===== src/rtl/irq_test_monitor.sv =====
// irq_test_monitor: register block for an interrupt self-test. Synchronises an
// external interrupt pad, latches and counts its rising edges, gates the pending
// bit onto irq_out, and tracks test start/pass/timeout against a free-running
// cycle counter.
//
// Ports:
//   clock, reset                  clock and synchronous active-high reset
//   irq_pin                       asynchronous interrupt pad input
//   bus_we, bus_addr, bus_wdata   single-cycle register write port
//   bus_rdata                     read data, combinational from bus_addr
//   irq_out                       IRQ_PEND & IRQ_EN
//   status                        STATUS register driven to the pads
//   test_started/passed/timeout   sticky monitor flags
module irq_test_monitor #(
  parameter int unsigned TIMEOUT_CYCLES = 10000,
  parameter logic [3:0]  STATUS_START   = 4'h5,
  parameter logic [3:0]  STATUS_PASS    = 4'hA
) (
  input  logic        clock,
  input  logic        reset,
  input  logic        irq_pin,
  input  logic        bus_we,
  input  logic [2:0]  bus_addr,
  input  logic [31:0] bus_wdata,
  output logic [31:0] bus_rdata,
  output logic        irq_out,
  output logic [3:0]  status,
  output logic        test_started,
  output logic        test_passed,
  output logic        test_timeout
);

  localparam int unsigned AW = 3;
  localparam int unsigned DW = 32;
  localparam int unsigned SW = 4;
  localparam int unsigned CW = 8;
  localparam int unsigned YW = 32;

  localparam logic [AW-1:0] ADDR_STATUS = AW'(0);
  localparam logic [AW-1:0] ADDR_IRQ_EN = AW'(1);
  localparam logic [AW-1:0] ADDR_PEND   = AW'(2);
  localparam logic [AW-1:0] ADDR_CNT    = AW'(3);
  localparam logic [AW-1:0] ADDR_CYCLES = AW'(4);
  localparam logic [AW-1:0] ADDR_FLAGS  = AW'(5);

  localparam logic [CW-1:0] CNT_MAX     = '1;
  localparam logic [YW-1:0] CYC_MAX     = '1;
  localparam logic [YW-1:0] TIMEOUT_LIM = YW'(TIMEOUT_CYCLES);

  logic [SW-1:0] status_q;
  logic          irq_en_q;
  logic          irq_pend_q;
  logic [CW-1:0] irq_cnt_q;
  logic [YW-1:0] cycles_q;
  logic          started_q;
  logic          passed_q;
  logic          timeout_q;
  logic          sync1_q;
  logic          sync2_q;
  logic          hist_q;

  logic          wr_status_c;
  logic          wr_irq_en_c;
  logic          pend_clr_c;
  logic          irq_edge_c;
  logic [YW-1:0] cycles_next_c;
  logic          pass_set_c;
  logic          timeout_set_c;

  logic          unused_wdata;
  assign unused_wdata = ^bus_wdata[DW-1:SW];

  // Write decode and next-state terms
  always_comb begin
    wr_status_c   = bus_we && (bus_addr == ADDR_STATUS);
    wr_irq_en_c   = bus_we && (bus_addr == ADDR_IRQ_EN);
    pend_clr_c    = bus_we && (bus_addr == ADDR_PEND) && bus_wdata[0];
    irq_edge_c    = sync2_q && !hist_q;
    cycles_next_c = (cycles_q == CYC_MAX) ? cycles_q : cycles_q + YW'(1);
    pass_set_c    = (status_q == STATUS_PASS) && started_q && !timeout_q;
    // A pass landing on the same edge as the limit wins; timeout is then blocked.
    timeout_set_c = (cycles_next_c >= TIMEOUT_LIM) && !passed_q && !pass_set_c;
  end

  // Register state, synchroniser and monitor flags
  always_ff @(posedge clock) begin
    if (reset) begin
      status_q   <= '0;
      irq_en_q   <= 1'b0;
      irq_pend_q <= 1'b0;
      irq_cnt_q  <= '0;
      cycles_q   <= '0;
      started_q  <= 1'b0;
      passed_q   <= 1'b0;
      timeout_q  <= 1'b0;
      sync1_q    <= 1'b0;
      sync2_q    <= 1'b0;
      hist_q     <= 1'b0;
    end else begin
      sync1_q  <= irq_pin;
      sync2_q  <= sync1_q;
      hist_q   <= sync2_q;
      cycles_q <= cycles_next_c;

      if (wr_status_c) status_q <= bus_wdata[SW-1:0];
      if (wr_irq_en_c) irq_en_q <= bus_wdata[0];

      // Edge set has priority over write-1-to-clear.
      if (irq_edge_c)      irq_pend_q <= 1'b1;
      else if (pend_clr_c) irq_pend_q <= 1'b0;

      if (irq_edge_c && (irq_cnt_q != CNT_MAX)) irq_cnt_q <= irq_cnt_q + CW'(1);

      if (status_q == STATUS_START) started_q <= 1'b1;
      if (pass_set_c)               passed_q  <= 1'b1;
      if (timeout_set_c)            timeout_q <= 1'b1;
    end
  end

  // Read mux
  always_comb begin
    bus_rdata = '0;
    case (bus_addr)
      ADDR_STATUS: bus_rdata = DW'(status_q);
      ADDR_IRQ_EN: bus_rdata = DW'(irq_en_q);
      ADDR_PEND:   bus_rdata = DW'(irq_pend_q);
      ADDR_CNT:    bus_rdata = DW'(irq_cnt_q);
      ADDR_CYCLES: bus_rdata = cycles_q;
      ADDR_FLAGS:  bus_rdata = DW'({timeout_q, passed_q, started_q});
      default:     bus_rdata = '0;
    endcase
  end

  assign irq_out      = irq_pend_q && irq_en_q;
  assign status       = status_q;
  assign test_started = started_q;
  assign test_passed  = passed_q;
  assign test_timeout = timeout_q;

endmodule


===== config.mk =====
export PLATFORM = sky130hd
export DESIGN_NAME = irq_test_monitor
export DESIGN_NICKNAME = d
export VERILOG_FILES = /design/src/rtl/irq_test_monitor.sv
export SDC_FILE = /design/constraint.sdc
export NUM_CORES = 1
export LEC_CHECK = 0
export CORE_ASPECT_RATIO = 1.75
export CORE_MARGIN = 2
export CORE_UTILIZATION = 45
export CTS_CLUSTER_DIAMETER = 120
export DETAILED_ROUTE_END_ITERATION = 10
export PLACE_DENSITY_LB_ADDON = 0.25
export SETUP_SLACK_MARGIN = 0.15
export SLEW_MARGIN = 40
export SYNTH_ARGS = -nofsm -noshare
export SYNTH_HDL_FRONTEND = slang
export SYNTH_SLANG_ARGS = --single-unit
export TNS_END_PERCENT = 10

===== constraint.sdc =====
create_clock -name clock -period 2.62 [get_ports clock]
set_input_delay 0.524 -clock clock [delete_from_list [all_inputs] [get_ports clock]]
set_output_delay 0.524 -clock clock [all_outputs]
set_load 0.05 [all_outputs]

# == After elaboration in Yosys (flattened, before gate mapping) ==
# Index checks and enable logic that the tools add are counted.
# totals
input_bits,39
mem_bits_ro,0
mem_count,0
latchBits,0
register_bits,52
ramBits,0
output_inout_bits,40
# op_classes
reduce_logical,17
n_div,0
n_mul,0
addsub,2
n_bitwise,0
eq_ne,9
magnitude_cmp,1
shifts,0
muxes,4
# ops
cell,n
one-hot mux 32 bit (6 select lines),1
adder 32 x 1 -> 32 bit (second input constant),1
== test 32 bit (second input constant),1
>= comparator 32 x 14 -> 1 bit (second input constant),1
2-to-1 mux 32 bit,1
logical AND 1 bit,11
adder 8 x 1 -> 8 bit (second input constant),1
!= test 8 bit (second input constant),1
== test 3 x 2 -> 1 bit (second input constant),2
== test 3 bit (second input constant),2
== test 4 x 3 -> 1 bit (second input constant),1
== test 4 bit (second input constant),1
logical NOT 1 bit,4
== test 3 x 1 -> 1 bit (second input constant),1
logical NOT 3 bit,1
2-to-1 mux 1 bit,2
nonzero test 2 bit,1

# == Longest topological paths before layout ==
# depth
word_depth,5
depth_mapped,11
mapped_depth_nobuf,9

# == Least setup slack after synthesis ==
# OpenSTA, ideal clock, no wires.
# synth_timing
path_type,input -> output
startpoint,input port bus_addr[0]
endpoint,output port bus_rdata[3]
slack_ns,-0.197
arrival_ns,2.293
path_buffers,1
t_required_ns,2.096
path_stages,4
cell_sequence,clkbuf_1 > nor2_1 > a22oi_1 > o21ai_0
# synth_via
elab_chain_cells,2
# synth_rtl
item,line,rtl
"start, declared",23,"input logic [2:0] bus_addr,"
== test 3 bit (tied with other cells),123,case (bus_addr)
one-hot mux 32 bit (6 select lines) (*),123,
"end, declared",25,"output logic [31:0] bus_rdata,"
# Every way passes the cells marked *; elsewhere a longest branch is shown, timed or not.

# == Worst setup path after layout ==
# layout_timing
startpoint,register cycles_q[5]
endpoint,"register timeout_q, in the netlist test_timeout"
# layout_via
elab_chain_cells,5
# layout_rtl
item,line,rtl
"start, declared",54,logic [YW-1:0] cycles_q;
"start signal, assigned",103,cycles_q <= cycles_next_c;
adder 32 x 1 -> 32 bit or == test 32 bit (tied branches),79,cycles_next_c = (cycles_q == CYC_MAX) ? cycles_q : cycles_q + YW'(1);
2-to-1 mux 32 bit (*),79,
>= comparator 32 x 14 -> 1 bit (*),82,timeout_set_c = (cycles_next_c >= TIMEOUT_LIM) && !passed_q && !pass_set_c;
logical AND 1 bit (*) (2 in series),82,
"end signal, assigned",95,timeout_q <= 1'b0;
"end signal, assigned",116,if (timeout_set_c) timeout_q <= 1'b1;
"end, declared",57,logic timeout_q;
# Marked as above.
# A chain may end at the register's enable or synchronous reset.

==> run summary <==
Outcome -> complete, no violations
Average wire per standard cell -> 16.4 um
Cells after Synth -> 373
Hold-fix buffers, CTS -> 0
Setup TNS -> 0 ns
Worst reg-to-reg setup slack -> 0.23 ns
Worst-margin pin slew -> 0.589 ns
Final worst path period share -> 91.3%
Row count -> 39
Asr flop ratio synth -> 0%
YS warnings -> 0
Sequential cell area -> 1040 um^2
CP Max Fanout -> 7
Clk_lat worst skew -> 0.30 ns
Post-DP HPWL -> 6520 um
Most frequent cells in the layout -> nor2_1, dfxtp_1, buf_4
Sw frac -> 21.8%
Vias post-DR -> 3024
Crit-path cells -> and4_2, nand4_4, nor3_4, mux2i_1, nand4b_1, nor4b_2, a41o_1, a21oi_2
Post-synth EDFFs -> 0
Multi-input gate area -> 1970 um^2
FILL cells -> 537
Die X -> 66.6 um
Fin crit period -> 2.39 ns
Cell Count, Final, Fillers Out -> 529
CP arrival -> 2.59 ns
Largest net degree at the start of global routing -> 32
Clk root buf -> clkbuf_16
Final Wtd Congestion -> 0.873
FMAX -> 418 MHz
Initial antenna violation count -> 0
CP Launch Type -> register
DR iter-0 viols -> 136
WS Path Type -> reg2reg
Diode count -> 0
NumNets Final -> 487
WHS -> 0.460 ns
Vias per cell -> 5.72
Slowest CP cell -> dfxtp_1
Synth Net Count -> 414
Top-area cell type share of the netlist area -> 33.8%
Sequential share of power -> 47.5%
Top post-synthesis cells by area -> dfxtp_1, nor2_1, xnor2_1, and3_1, xor2_1
Switch Pwr -> 0.370 mW
RSZ-0062 raised after global routing -> false
Comb power frac -> 6.6%
CTS buffer count -> 5
Final slew viol count -> 0
Clk buf depth -> 2
Worst Setup End Kind -> register
Clock network power share -> 45.8%
Power Total -> 1.70 mW
PortBufs -> 50
Die height -> 113 um
DRC viols -> 0
TritonCTS clock tree -> built
Pint -> 1.33 mW
Slowest stage delay, CP -> 0.45 ns
Setup slack at placement -> 0.0458 ns
Number of global-route vias before repair -> 2975
Worst min-delay path category -> reg2reg
Cell area after layout -> 4420 um^2
Pwr/cell area -> 384 nW/um^2
Initial core utilization -> 46.8%
Routed wire length -> 8670 um
Synth Flop Type -> dfxtp_1
Post-Place Cells -> 519
Layout cells sized above 1 -> 23.9%
Worst path required time -> 2.81 ns
First-pass GRT wire length -> 13800 um
Mean Syn Cell Area -> 8.27 um^2
VDD IR-drop max -> 429 uV
Post-Syn Area -> 3080 um^2
Detail Route Antenna Nets -> 0
Placed Area -> 4180 um^2
Worst setup margin -> 0.228 ns
Slew margin rel. -> 60.4%
Post-layout util -> 67.0%
Setup Skew -> 0.00613 ns
Gr usage total -> 24.0%
I/O pin total -> 79
DRT Pass-1 Iters -> 4
P&R area growth vs syn -> 43.3%
Final-report setup violation count -> 0
P_leak -> 1.75 nW
Library cells used by synthesis -> 52
Die area -> 7560 um^2
Core Box Area -> 6590 um^2
Num Clock Sinks -> 52
Clk slew on worst S/H paths -> 0.07 ns
Max Cap Violations -> 0
Post-synth top area cell -> dfxtp_1
Final hold vios -> 0
Seq cells post-synth -> 52
GR Overflow Total -> 0
Register area share after synthesis -> 33.8%
Most common cell after layout, fill and taps aside -> nor2_1
Max H-tree Level -> 2
[power groups by stage]
stage / clock [mW] / combinational [mW] / sequential, mW
detailed placement: 0 / 0.113 / 0.825
global placement: 0 / 0.111 / 0.824
CTS: 0.792 / 0.113 / 0.806
global route: 0.817 / 0.123 / 0.807
floorplan: 0 / 0.0580 / 0.829
finish: 0.777 / 0.113 / 0.806
[cell families (layout without fill, tap and decap cells)]
group | Yosys count | count (layout) | synth area share, %
mux | 14 | 14 | 4.95
buf+inv | 26 | 100 | 3.65
simple gates | 198 | 198 | 36.3
xor+xnor | 42 | 42 | 11.9
compound gates | 39 | 39 | 8.60
fa+ha+maj | 2 | 2 | 0.812
flops | 52 | 52 | 33.8
[synth_stat cells (3+ instances only)]
cell / n
a21oi_1: 8
a22o_1: 4
a22oi_1: 3
a31oi_1: 4
and2_1: 8
and3_1: 29
and4_1: 7
buf_2: 7
clkbuf_1: 14
dfxtp_1: 52
mux2i_1: 13
nand2_1: 23
nand3_1: 17
nand4_1: 11
nand4b_1: 3
nor2_1: 60
nor2b_1: 5
nor3_1: 7
nor4_1: 3
o21ai_0: 5
o22ai_1: 4
o31ai_1: 3
xnor2_1: 25
xor2_1: 17
[worst max-delay path, delay by kind of cell (launching register included)]
kind	cells	cell delay [ns]
AO/OA/AOI/OAI	2	0.27
flip-flops	1	0.45
AND/OR/NAND/NOR	5	1.28
multiplexers	1	0.30
[registers in the layout, summed over array words and instances, names as in the netlist]
register	cells
irq_en_q	1
irq_cnt_q	8
irq_pend_q	1
status	4
hist_q	1
cycles_q	32
sync2_q	1
sync1_q	1
test_started	1
test_passed	1
test_timeout	1
[routing by layer]
layer / part of all wire (%) / track usage, %
met4: 4.8 / 13.7
met3: 3.0 / 3.45
met2: 57 / 45.3
met5: 0 / 0
met1: 35 / 24.0
[final timing paths]
path | start | endpoint | cells after the start
worst max-delay path | cycles_q[5] | test_timeout | 8
worst max register to register | cycles_q[5] | test_timeout | 8
worst min register to register | sync1_q | sync2_q | 1
worst min-delay path | sync1_q | sync2_q | 1
[cell type report]
class                   count  share of cell area, %
clock buffers               6                   3.14
multi-input cells         295                   44.7
flip-flops and latches     52                   23.6
well taps                  82                   2.32
clock inverters             2                  0.878
repair buffers             90                   25.2
inverters                   2                  0.170
[what timing repair did]
action                     4_1_cts  5_1_grt
cloned                           0        0
setup endpoints to repair       27        1
pin swaps                        0        3
gates resized for setup          4       10
buffers inserted                 0        2
(Power assumes the default switching activity.)
==> patch 1 (same flow settings) <==
Change the localparam `CW` from 8 to 4.
--- a/src/rtl/irq_test_monitor.sv
+++ b/src/rtl/irq_test_monitor.sv
@@ -34,5 +34,5 @@
   localparam int unsigned DW = 32;
   localparam int unsigned SW = 4;
-  localparam int unsigned CW = 8;
+  localparam int unsigned CW = 4;
   localparam int unsigned YW = 32;
 
Check against the original RTL: no difference found for any inputs over 10 cycles, from zero or initial values and one cycle with reset high; that may be too few to reach the edited logic, so the function may still have changed.
==> patch 1 against the original RTL <==
Sequential share of layout area decreased by 1.1 points. Count of clock-buffer cells in the layout decreased by 1. Design area decreased by 2.9%. Largest cell class unchanged. Setup slack got worse by 0.18 ns. Synthesized cell count decreased by 3.2%. Sequential cell count decreased by 4. Routed wire length decreased by 3.5%. Power decreased by 16%. Clock power decreased by 28%. Area after synthesis decreased by 6.1%. Critical endpoint is now bus_rdata[0]. Utilization increased by 1.8 points. First-iteration DRC count decreased by 8.1%. Critical path depth decreased by 4.
==> patch 1: results (changes against the original RTL) <==
Root Buffer Master -> clkbuf_8 (was clkbuf_16)
Max FO, Critical Path -> 2 (was 7)
Register-to-Register Setup Slack -> 0.13 ns (was 0.23 ns)
DRT iter0 DRCs -> 125 (was 136)
Worst-path clk slew -> 0.10 ns (was 0.07 ns)
Slowest-stage cell, CP -> clkdlybuf4s50_1 (was dfxtp_1)
Leak -> 1.696 nW (was 1.746 nW)
Critical Path Source -> bus_addr[2] (was cycles_q[5]$_SDFF_PP0_)
Post-DP HPWL -> 6.128 mm (was 6.516 mm)
Sequential cell area fraction in the yosys report -> 0.3319 (was 0.3377)
Largest cells by area after synthesis -> dfxtp_1 33%, and3_1 7.1%, nor2_1 6.6% (was dfxtp_1 34%, nor2_1 7.3%, xnor2_1 7.1%)
NumNets Final -> 483 (was 487)
Syn nets -> 402 (was 414)
TritonCTS buffer count -> 5 (unchanged)
Final wirelength -> 8.368 mm (was 8.671 mm)
Via density per instance -> 5.746 (was 5.716)
Vias -> 3005 (was 3024)
Share of cells above drive strength 1 -> 0.2573 (was 0.2394)
Final clock skew -> 0.006779 ns (was 0.006134 ns)
Commonest cells post-synth -> 51 x nor2_1, 48 x dfxtp_1, 33 x and3_1 (was 60 x nor2_1, 52 x dfxtp_1, 29 x and3_1)
Crit path largest cell delay -> 0.54 ns (was 0.45 ns)
DR WL met2 -> 4.454 mm (was 4.930 mm)
Post-synthesis cell type count -> 56 (was 52)
WL met3 -> 395 um (was 261 um)
Worst VDD drop -> 0.0002270 V (was 0.0004287 V)
Status -> finished, final reports clean (unchanged)
GPL Wtd Cong -> 0.9028 (was 0.8732)
First-pass GRT wire length -> 13.83 mm (was 13.85 mm)
Worst skew pair latency -> 0.32 ns (was 0.30 ns)
Count of final setup violators -> 0 (unchanged)
Worst r2r src -> cycles_q[1]$_SDFF_PP0_ (was cycles_q[5]$_SDFF_PP0_)
Cells after Synth -> 361 (was 373)
Placed Cells -> 512 (was 519)
Hold crit path type -> flip-flop to flip-flop (unchanged)
Relative slew slack -> 0.6680 (was 0.6037)
Drt first pass iters -> 5 (was 4)
Max FFs per register -> 32 (unchanged)
Largest net degree at the start of global routing -> 49 (was 32)
Vias in the first global route -> 2931 (was 2975)
# Post-CTS Setup Buffers -> 2 (was 0)
Critical path data arrival time -> 2.05 ns (was 2.59 ns)
Global router's overall resource usage -> 0.2495 (was 0.2405)
Clock Path Buffers -> 2 (unchanged)
==> patch 1: logic make-up after synthesis <==
family,Yosys count,share of synthesized area
and+or+nand+nor,184,0.3440
AOI/OAI and AO/OA,52,0.1253
DFF,48,0.3319
xor gates and xnor gates,32,0.09680
buffers and inverters,32,0.05056
muxes,11,0.04278
adders and majority gates,2,0.008642
==> patch 1: metal layers <==
layer / vias up / GRT usage
li1: 1463 / -
met4: 0 / 0.1155
met3: 23 / 0.03249
met2: 95 / 0.4635
met1: 1424 / 0.2788
met5: - / 0
==> patch 1: cell type report <==
| class | count | area (um^2) |
|---|---|---|
| fillers | 495 | 1938 |
| multi-input cells | 281 | 1868 |
| repair buffers | 103 | 1232 |
| flip-flops and latches | 48 | 963.4 |
| well taps | 80 | 100.1 |
| clock buffers | 5 | 68.82 |
| clock inverters | 3 | 46.29 |
| inverters | 3 | 11.26 |
==> patch 1: final timing paths <==
kind | cells after the start | endpoint
worst max-delay path | 4 | bus_rdata[0]
worst min-delay path | 1 | sync2_q$_SDFF_PP0_
worst max register to register | 8 | test_timeout$_SDFFE_PP0P_
worst min register to register | 1 | sync2_q$_SDFF_PP0_
==> patch 1: report_power, final <==
group          internal, W  switching (W)  total, W
Clock             0.000288       0.000275  0.000562
Combinational    0.0000545      0.0000674  0.000122
Sequential        0.000739     0.00000838  0.000748
==> patch 1: per-stage QoR <==
step	util	total power (W)	hold slack, ns	worst slack (ns)	cell area, um^2
after floorplan	-	0.0008274	0.4138	0.001496	2917
final	0.6888	0.001432	0.4513	0.05059	4290
after global placement	0.6547	0.0008783	0.4197	0.08871	4078
after global routing	0.6888	0.001475	0.4711	0.02898	4290
after detailed placement	0.6547	0.0008814	0.4272	0.04482	4078
after CTS	0.6792	0.001434	0.4548	0.07561	4230
==> patch 2 (config.mk and constraints unchanged) <==
Made on the original files. Register the inputs `irq_pin`, `bus_we`, `bus_addr` and `bus_wdata` before use. The logic sees them one clock later. Comments in the files are not updated.
--- a/src/rtl/irq_test_monitor.sv
+++ b/src/rtl/irq_test_monitor.sv
@@ -48,4 +48,16 @@
   localparam logic [YW-1:0] TIMEOUT_LIM = YW'(TIMEOUT_CYCLES);
 
+  logic irq_pin_q;
+  logic bus_we_q;
+  logic [2:0] bus_addr_q;
+  logic [31:0] bus_wdata_q;
+
+  always_ff @(posedge clock) begin
+    irq_pin_q   <= irq_pin;
+    bus_we_q    <= bus_we;
+    bus_addr_q  <= bus_addr;
+    bus_wdata_q <= bus_wdata;
+  end
+
   logic [SW-1:0] status_q;
   logic          irq_en_q;
@@ -69,11 +81,11 @@
 
   logic          unused_wdata;
-  assign unused_wdata = ^bus_wdata[DW-1:SW];
+  assign unused_wdata = ^bus_wdata_q[DW-1:SW];
 
   // Write decode and next-state terms
   always_comb begin
-    wr_status_c   = bus_we && (bus_addr == ADDR_STATUS);
-    wr_irq_en_c   = bus_we && (bus_addr == ADDR_IRQ_EN);
-    pend_clr_c    = bus_we && (bus_addr == ADDR_PEND) && bus_wdata[0];
+    wr_status_c   = bus_we_q && (bus_addr_q == ADDR_STATUS);
+    wr_irq_en_c   = bus_we_q && (bus_addr_q == ADDR_IRQ_EN);
+    pend_clr_c    = bus_we_q && (bus_addr_q == ADDR_PEND) && bus_wdata_q[0];
     irq_edge_c    = sync2_q && !hist_q;
     cycles_next_c = (cycles_q == CYC_MAX) ? cycles_q : cycles_q + YW'(1);
@@ -98,11 +110,11 @@
       hist_q     <= 1'b0;
     end else begin
-      sync1_q  <= irq_pin;
+      sync1_q  <= irq_pin_q;
       sync2_q  <= sync1_q;
       hist_q   <= sync2_q;
       cycles_q <= cycles_next_c;
 
-      if (wr_status_c) status_q <= bus_wdata[SW-1:0];
-      if (wr_irq_en_c) irq_en_q <= bus_wdata[0];
+      if (wr_status_c) status_q <= bus_wdata_q[SW-1:0];
+      if (wr_irq_en_c) irq_en_q <= bus_wdata_q[0];
 
       // Edge set has priority over write-1-to-clear.
@@ -121,5 +133,5 @@
   always_comb begin
     bus_rdata = '0;
-    case (bus_addr)
+    case (bus_addr_q)
       ADDR_STATUS: bus_rdata = DW'(status_q);
       ADDR_IRQ_EN: bus_rdata = DW'(irq_en_q);
Formal check against the unedited RTL: not equivalent (Yosys sat finds a counterexample within 4 cycles, from zero or initial values and one cycle with reset high).
==> patch 2 against the original RTL <==
Critical path type unchanged. Sequential cell count is 9 higher. Routed wire length is 1.2% lower. Area after synthesis is 2.9% higher. Power is 39% higher. Setup slack worse by 0.15 ns. Design area is 9.1% higher. Critical path depth is 1 higher.
==> patch 2: results (changes against the original RTL) <==
GPL Wtd Cong -> 0.8827 (was 0.8732)
Commonest cells post-synth -> 61 x dfxtp_1, 59 x nor2_1, 29 x and3_1 (was 60 x nor2_1, 52 x dfxtp_1, 29 x and3_1)
IO buf count -> 50 (unchanged)
Status -> finished, final reports clean (unchanged)
Syn nets -> 418 (was 414)
Slowest-stage cell, CP -> or4b_4 (was dfxtp_1)
TritonCTS buffer count -> 9 (was 5)
CP top delay family -> simple AND/OR/NAND/NOR gates (unchanged)
Global router's overall resource usage -> 0.2380 (was 0.2405)
DR WL met2 -> 4.920 mm (was 4.930 mm)
Final clock skew -> 0.006632 ns (was 0.006134 ns)
Post-synth ARST share -> 0 (unchanged)
Sequential cell area fraction in the yosys report -> 0.3849 (was 0.3377)
Placed Cells -> 539 (was 519)
Worst Hold Launch -> irq_pin_q$_DFF_P_ (was sync1_q$_SDFF_PP0_)
H-tree depth -> 3 (was 2)
NumNets Final -> 511 (was 487)
Final WS setup -> 0.07832 ns (was 0.2278 ns)
Post-DP HPWL -> 6.218 mm (was 6.516 mm)
Crit path largest cell delay -> 0.56 ns (was 0.45 ns)
Top FF cell, synth -> dfxtp_1 (unchanged)
Share of cells above drive strength 1 -> 0.2779 (was 0.2394)
Setup crit end -> test_timeout$_SDFFE_PP0P_ (unchanged)
Fin cells -> 559 (was 529)
Cells after Synth -> 377 (was 373)
Post-synthesis cell type count -> 47 (was 52)
First-pass GRT wire length -> 14.04 mm (was 13.85 mm)
Hold path endpoint -> sync1_q$_SDFF_PP0_ (was sync2_q$_SDFF_PP0_)
R2R cell count -> 9 (was 8)
Worst-Margin Slew -> 0.8094 ns (was 0.5891 ns)
Critical path data arrival time -> 2.74 ns (was 2.59 ns)
Largest net degree at the start of global routing -> 29 (was 32)
M1 WL -> 3.098 mm (was 3.062 mm)
Worst skew pair latency -> 0.33 ns (was 0.30 ns)
Largest cells by area after synthesis -> dfxtp_1 38%, nor2_1 7.0%, and3_1 5.7% (was dfxtp_1 34%, nor2_1 7.3%, xnor2_1 7.1%)
WL met3 -> 325 um (was 261 um)
Leak -> 1.938 nW (was 1.746 nW)
Via density per instance -> 5.580 (was 5.716)
Drt first pass iters -> 5 (was 4)
DRT iter0 DRCs -> 160 (was 136)
Root Buffer Master -> clkbuf_16 (unchanged)
Vias in the first global route -> 3153 (was 2975)
Worst-path clk slew -> 0.05 ns (was 0.07 ns)
Antenna violations before repair -> 0 (unchanged)
Placement Setup Slack -> -0.005105 ns (was 0.04583 ns)
Clock Path Buffers -> 2 (unchanged)
Worst VDD drop -> 0.0004628 V (was 0.0004287 V)
Diodes inserted -> 0 (unchanged)
Worst r2r src -> cycles_q[0]$_SDFF_PP0_ (was cycles_q[5]$_SDFF_PP0_)
Wire per inst -> 15.32 um (was 16.39 um)
## patch 2: final cells by class
cell class                      count  area, um^2
Timing Repair Buffer              106        1241
Inverter                            5       18.77
Clock buffer                       10       239.0
Clock inverter                      6       86.33
Multi-Input combinational cell    287        1897
Sequential cell                    61        1234
Fill cell                         487        2036
Tap cell                           84       105.1
## patch 2: per-stage QoR
stage | util | area [um^2] | hold WS (ns) | TNS [ns]
2_1_floorplan | - | 3201 | 0.4138 | 0
3_3_place_gp | 0.6411 | 4395 | 0.4169 | 0
3_5_place_dp | 0.6411 | 4395 | 0.4397 | -0.005105
4_1_cts | 0.6940 | 4758 | 0.4518 | 0
5_1_grt | 0.7031 | 4821 | 0.4714 | -0.01113
6_report | 0.7031 | 4821 | 0.4461 | 0
## patch 2: cells by family (layout without fill, tap and decap cells)
| group | Yosys count | count (layout) | synth area share |
|---|---|---|---|
| multiplexers | 11 | 11 | 0.03510 |
| flip-flops | 61 | 61 | 0.3849 |
| XOR/XNOR | 36 | 36 | 0.1017 |
| AND/OR/NAND/NOR | 190 | 190 | 0.3214 |
| buffers and inverters | 29 | 127 | 0.04416 |
| adder cells (fa/ha/maj) | 2 | 2 | 0.007885 |
| AO/OA/AOI/OAI | 48 | 48 | 0.1049 |
## patch 2: metal layers
metal	GRT usage	vias up
li1	-	1518
met1	0.2372	1501
met2	0.4386	79
met3	0.04403	21
met4	0.1388	0
met5	0	-
## patch 2: report_power, final
part | internal (W) | switching [W]
Sequential | 0.000945 | 0.0000181
Combinational | 0.0000515 | 0.0000630
Clock | 0.000855 | 0.000423
## patch 2: what timing repair did
action	CTS	global route
gates resized for setup	8	11
endpoints found under the setup margin	2	28
buffers inserted	2	2
pin swaps	9	15
